### src/rtl/mem_access_pkg.sv
// Shared widths and the EX -> MEM -> WB interconnection payload.
package mem_access_pkg;

  localparam int unsigned XLEN = 64;
  localparam int unsigned BE_W = XLEN / 8;

  typedef struct packed {
    logic            is_valid;
    logic            rf_we;
    logic [4:0]      rd_addr;
    logic            mem_rd;
    logic            mem_wr;
    logic [1:0]      mem_size;
    logic            mem_unsigned;
    logic [XLEN-1:0] mem_addr;
    logic [XLEN-1:0] mem_data;
    logic [XLEN-1:0] rf_wr_data;
  } interconnection_struct;

endpackage

### src/rtl/mem_access.sv
// MEM stage: registers the EX payload and runs data-memory loads/stores over req/gnt/rvalid.
// Optional misaligned-access trap is enabled by defining MEM_MISALIGN_CHK_EN.
module mem_access
  import mem_access_pkg::*;
(
  input  logic                  clk,
  input  logic                  rst_n,
  input  interconnection_struct i_struct,
  input  logic                  i_stall_dn,
  output interconnection_struct o_struct,
  output logic                  o_stall_up,
  output logic                  dmem_req,
  output logic                  dmem_we,
  output logic [XLEN-1:0]       dmem_addr,
  output logic [XLEN-1:0]       dmem_wdata,
  output logic [BE_W-1:0]       dmem_be,
  input  logic                  dmem_gnt,
  input  logic                  dmem_rvalid,
  input  logic [XLEN-1:0]       dmem_rdata,
  output logic                  o_misalign
);

  localparam logic [1:0] S_IDLE   = 2'd0;
  localparam logic [1:0] S_REQ    = 2'd1;
  localparam logic [1:0] S_WAIT_R = 2'd2;

  logic [1:0]            state_q, state_d;
  interconnection_struct cap_q, cap_d;
  interconnection_struct out_q, out_d;
  logic                  pend_q, pend_d;
  logic                  req_q, req_d;
  logic                  we_q, we_d;
  logic [XLEN-1:0]       addr_q, addr_d;
  logic [XLEN-1:0]       wdata_q, wdata_d;
  logic [BE_W-1:0]       be_q, be_d;
  logic                  misalign_q, misalign_d;

  logic [2:0]            off_c;
  logic [3:0]            nbytes_c;
  logic [BE_W-1:0]       be_c;
  logic                  is_mem_c, misal_c, accept_c, done_c;
  interconnection_struct res_c;

  // Size/sign extraction of the returned doubleword lane
  function automatic logic [XLEN-1:0] load_ext(input logic [XLEN-1:0] rdata,
                                               input logic [2:0] off,
                                               input logic [1:0] sz,
                                               input logic uns);
    logic [XLEN-1:0] raw;
    raw = rdata >> {off, 3'b000};
    case (sz)
      2'd0:    load_ext = uns ? XLEN'(raw[7:0])  : {{(XLEN-8){raw[7]}}, raw[7:0]};
      2'd1:    load_ext = uns ? XLEN'(raw[15:0]) : {{(XLEN-16){raw[15]}}, raw[15:0]};
      2'd2:    load_ext = uns ? XLEN'(raw[31:0]) : {{(XLEN-32){raw[31]}}, raw[31:0]};
      default: load_ext = raw;
    endcase
  endfunction

  assign off_c    = i_struct.mem_addr[2:0];
  assign nbytes_c = 4'd1 << i_struct.mem_size;
  assign be_c     = BE_W'((16'd1 << nbytes_c) - 16'd1) << off_c;
  assign is_mem_c = i_struct.is_valid & (i_struct.mem_rd | i_struct.mem_wr);

`ifdef MEM_MISALIGN_CHK_EN
  assign misal_c = is_mem_c & ((off_c & 3'(nbytes_c - 4'd1)) != 3'd0);
`else
  assign misal_c = 1'b0;
`endif

  // A pending (stalled) result must drain before a new op is taken
  assign accept_c = (state_q == S_IDLE) & ~pend_q & ~i_stall_dn & is_mem_c & ~misal_c;
  assign done_c   = ((state_q == S_REQ) & dmem_gnt & cap_q.mem_wr) |
                    ((state_q == S_WAIT_R) & dmem_rvalid);

  // The completion cycle releases EX so the finished op is not re-issued
  assign o_stall_up = ((state_q != S_IDLE) & ~done_c) | i_stall_dn | accept_c;

  always_comb begin
    res_c          = cap_q;
    res_c.is_valid = 1'b1;
    if (state_q == S_WAIT_R) begin
      res_c.rf_wr_data = load_ext(dmem_rdata, cap_q.mem_addr[2:0], cap_q.mem_size,
                                  cap_q.mem_unsigned);
    end
  end

  always_comb begin
    state_d    = state_q;
    cap_d      = cap_q;
    out_d      = out_q;
    pend_d     = pend_q;
    req_d      = req_q;
    we_d       = we_q;
    addr_d     = addr_q;
    wdata_d    = wdata_q;
    be_d       = be_q;
    misalign_d = 1'b0;

    case (state_q)
      S_IDLE: begin
        if (!i_stall_dn) begin
          if (pend_q) begin
            out_d  = cap_q;
            pend_d = 1'b0;
          end else if (accept_c) begin
            cap_d          = i_struct;
            out_d.is_valid = 1'b0;
            req_d          = 1'b1;
            we_d           = i_struct.mem_wr;
            addr_d         = {i_struct.mem_addr[XLEN-1:3], 3'b000};
            wdata_d        = i_struct.mem_data << {off_c, 3'b000};
            be_d           = be_c;
            state_d        = S_REQ;
          end else if (misal_c) begin
            out_d            = i_struct;
            out_d.rf_wr_data = '0;
            misalign_d       = 1'b1;
          end else begin
            out_d = i_struct;
          end
        end
      end
      S_REQ: begin
        if (dmem_gnt) begin
          req_d   = 1'b0;
          state_d = cap_q.mem_wr ? S_IDLE : S_WAIT_R;
        end
      end
      S_WAIT_R: begin
        if (dmem_rvalid) begin
          state_d = S_IDLE;
        end
      end
      default: state_d = S_IDLE;
    endcase

    // Under downstream stall the result is parked in cap and forwarded later
    if (done_c) begin
      if (i_stall_dn) begin
        cap_d  = res_c;
        pend_d = 1'b1;
      end else begin
        out_d = res_c;
      end
    end
  end

  always_ff @(posedge clk or negedge rst_n) begin
    if (!rst_n) begin
      state_q    <= S_IDLE;
      cap_q      <= '0;
      out_q      <= '0;
      pend_q     <= 1'b0;
      req_q      <= 1'b0;
      we_q       <= 1'b0;
      addr_q     <= '0;
      wdata_q    <= '0;
      be_q       <= '0;
      misalign_q <= 1'b0;
    end else begin
      state_q    <= state_d;
      cap_q      <= cap_d;
      out_q      <= out_d;
      pend_q     <= pend_d;
      req_q      <= req_d;
      we_q       <= we_d;
      addr_q     <= addr_d;
      wdata_q    <= wdata_d;
      be_q       <= be_d;
      misalign_q <= misalign_d;
    end
  end

  assign o_struct   = out_q;
  assign dmem_req   = req_q;
  assign dmem_we    = we_q;
  assign dmem_addr  = addr_q;
  assign dmem_wdata = wdata_q;
  assign dmem_be    = be_q;
  assign o_misalign = misalign_q;

endmodule
### config.mk
export PLATFORM = sky130hd
export DESIGN_NAME = mem_access
export DESIGN_NICKNAME = d
export VERILOG_FILES = /design/src/rtl/mem_access_pkg.sv /design/src/rtl/mem_access.sv
export SDC_FILE = /design/constraint.sdc
export NUM_CORES = 1
export LEC_CHECK = 0
export CAP_MARGIN = 20
export CORE_MARGIN = 2
export CORE_UTILIZATION = 47
export DETAILED_ROUTE_END_ITERATION = 7
export GPL_ROUTABILITY_DRIVEN = 0
export GPL_TIMING_DRIVEN = 0
export MAX_ROUTING_LAYER = met4
export PLACE_DENSITY = 0.76
export SYNTH_ARGS = -nofsm -noshare
export SYNTH_HDL_FRONTEND = slang
export SYNTH_SLANG_ARGS = --single-unit
### constraint.sdc
create_clock -name clk -period 2.55 [get_ports clk]
set_clock_uncertainty 0.1 [all_clocks]
set_input_delay 0.51 -clock clk [delete_from_list [all_inputs] [get_ports clk]]
set_output_delay 0.51 -clock clk [all_outputs]
set_load 0.01 [all_outputs]
==> impl_metrics.ini <==
[sta]
setup_slack_ns = -0.0916
finalSetupTns_ns = -0.133
slew_headroom = 0.309
max_freq_mhz = 379
finalMaxSlewViolations = 0
period_needed_ns = 2.64
rsz0062_at_grt = yes
finalSetupViolCount = 2
worst_pin_slew_ns = 1.02
finalHoldViolations = 0
finalCritPeriodShare = 1.04

[yosys]
synth_edf_count = 0
yosysUniqueCellTypes = 71
synth_commonest_cells = nand2_1 (661), dfrtp_1 (546), nor2_1 (368)
avgSynthCellArea_um2 = 9.12
async_reset_ff_frac = 1.00
synth-main-ff-cell = dfrtp_1
yosysWarnings = 0
yosysSeqAreaShare = 0.515
synth_most_common_cell = nand2_1
syn-cell-area_um2 = 26500
ys_ff_latch = 546
synth_cells = 2908
yosysTopAreaCell = dfrtp_1
synth_top_area_share = 0.515
synthTopCellsByArea = dfrtp_1 (52%), nand2_1 (9.4%), nor2_1 (5.2%)

[cells_and_area]
nNetsFinal = 3874
fin_area_um2 = 36400
post-route-util = 0.650
area_growth_syn_to_layout_pct = 37.4
drive_above_1_share = 0.103
finalNonFillerCells = 4421

[clock_tree]
clkLatencyLatePin_ns = 0.65
cts_buffers = 58
cts_buffer_depth = 3
numClockSinks = 546
cts_tree = done
clock_tree.htree_level_count = 2
cts_root_buf = clkbuf_16
cts.clk_slew.worst_paths_ns = 0.07

[routing]
drt_iter0_drc = 3006
viasPerCell = 6.08
drc = 0
postRouteAntennaNets = 0
wl_per_cell_um = 26.0
drt_wl_total_mm = 115
dr.pass1.iters = 8
vias = 26884

[floorplanning]
die_h_um = 242
io_pins = 617
initial_core_util = 0.473
floorplan.die_area_um2 = 58400
die_width_um = 242
core_um2 = 56100
rows = 87

[placement]
post-place-cells = 4279
dpl_cell_area_um2 = 33700
dpl.hpwl_mm = 85.6
io_buffer_count = 607

[critical_path]
start_kind = flip-flop
path_cells = buf_8, and4b_2, o21ai_4, nand2_2, buf_8, inv_8, buf_6
crit_path_start = state_q[1]
reg2regPathDepth = 7
crit_cells = 7
r2r-start = cap_q[128]
slowest_stage = dfrtp_1
cp.required_ns = 1.94
critPathMaxFanout = 5
r2r_setup_slack_ns = -0.04
end_kind = output pin
crit_end = o_stall_up
worst-path-buf-inv = 4
crit_top_cell = buf_8
critical_path_class = flip-flop to output pin
path_delay_family = flip-flops
r2r_end = o_struct[37]
arrival_ns = 2.03
slowest_delay_ns = 0.45

[global_route]
antenna_found_initial = 15
grt_usage = 0.395
grt_pass1_vias = 26274
gr-total-overflow = 0
grt_max_degree = 118
grt_pass1_wl_mm = 170

[job]
cap_violations = 0

[power]
finalPower_mw = 44.7
power_density_nw_per_um2 = 1230
p_leak_nw = 15.6
irDropWorstVdd_uv = 789

[run_status]
violations = negative setup slack
outcome = complete, but fails checks

[worst_hold_path]
hp-class = primary input to asynchronous set/reset pin
-- sequential cells by signal, indices dropped and copies added (netlist names), 2 cells and up --
signal      cells
dmem_be         8
o_struct      204
dmem_wdata     64
dmem_addr      61
cap_q         204
state_q         2
-- timing repair --
action	4_1_cts	5_1_grt
setup buffers	5	12
pin swaps	4	6
gates cloned	0	1
resized for setup	73	114
hold buffers	1	0
endpoints found under the setup margin	537	266
hold endpoints to repair	33	0
-- worst min-delay path by stage --
stage / start / endpoint / slack (ns) / cells past startpoint
floorplan: rst_n / cap_q[0] / 0.11 / 0
global placement: cap_q[203] / cap_q[203] / 0.36 / 2
detailed placement: rst_n / o_struct[37] / 0.32 / 1
CTS: rst_n / cap_q[37] / 0.25 / 2
global route: rst_n / cap_q[37] / 0.26 / 2
finish: rst_n / cap_q[37] / 0.25 / 2
-- metal layers --
| layer | part of all wire | track usage |
|---|---|---|
| met5 | 0 | - |
| met4 | 0.059 | 0.193 |
| met3 | 0.12 | 0.125 |
| met2 | 0.46 | 0.607 |
| met1 | 0.37 | 0.472 |
-- final cells by class --
class	count	area (um2)
fill	4632	19600
sequential	546	13700
multi-input combinational	2106	12000
timing repair buffer	631	6380
clock buffer	77	1620
buffer	248	1280
tap	756	946
clock inverter	32	424
inverter	9	45.0
antenna	16	40.0
-- power breakdown --
part           internal (mW)  leakage (nW)  switching (mW)
clock                   5.30         0.999            3.80
combinational           9.33          8.19            10.6
sequential              12.8          6.42            2.90
-- cell families (layout without fill, tap and decap cells) --
logic type,Yosys count,after routing,share of synthesized area
AO/OA/AOI/OAI,739,739,0.186
adder cells (fa/ha/maj),1,1,0.000472
buffers and inverters,259,997,0.0444
flip-flops,546,546,0.515
multiplexers,122,122,0.0546
other,1,20,0.000141
AND/OR/NAND/NOR,1240,1240,0.200
-- stage by stage --
stage / setup WS [ns] / hold slack (ns)
6_report: -0.0916 / 0.247
3_5_place_dp: -1.55 / 0.320
5_1_grt: -0.141 / 0.263
2_1_floorplan: 0.288 / 0.114
4_1_cts: -0.207 / 0.251
3_3_place_gp: -23.69 / 0.356
-- worst reg2reg max path, stage by stage, from the launching register on --
cell	delay, ns
dfrtp_1	0.32
buf_4	0.16
mux4_2	0.55
a22oi_2	0.37
nor3_4	0.13
clkbuf_2	0.24
nor4b_1	0.46
o21ai_0	0.14
-- layout by cell type (no fill, tap or decap), types with 55 or more instances in the layout --
master and n:
a21oi_1 82, a2bb2oi_1 55, buf_2 55, clkbuf_1 110, clkbuf_16 59, clkdlybuf4s50_1 602
dfrtp_1 544, mux2i_1 73, nand2_1 659, nor2_1 364, o21ai_0 175, o221ai_1 60
o22ai_1 182
Power figures use the tool's default switching activity.
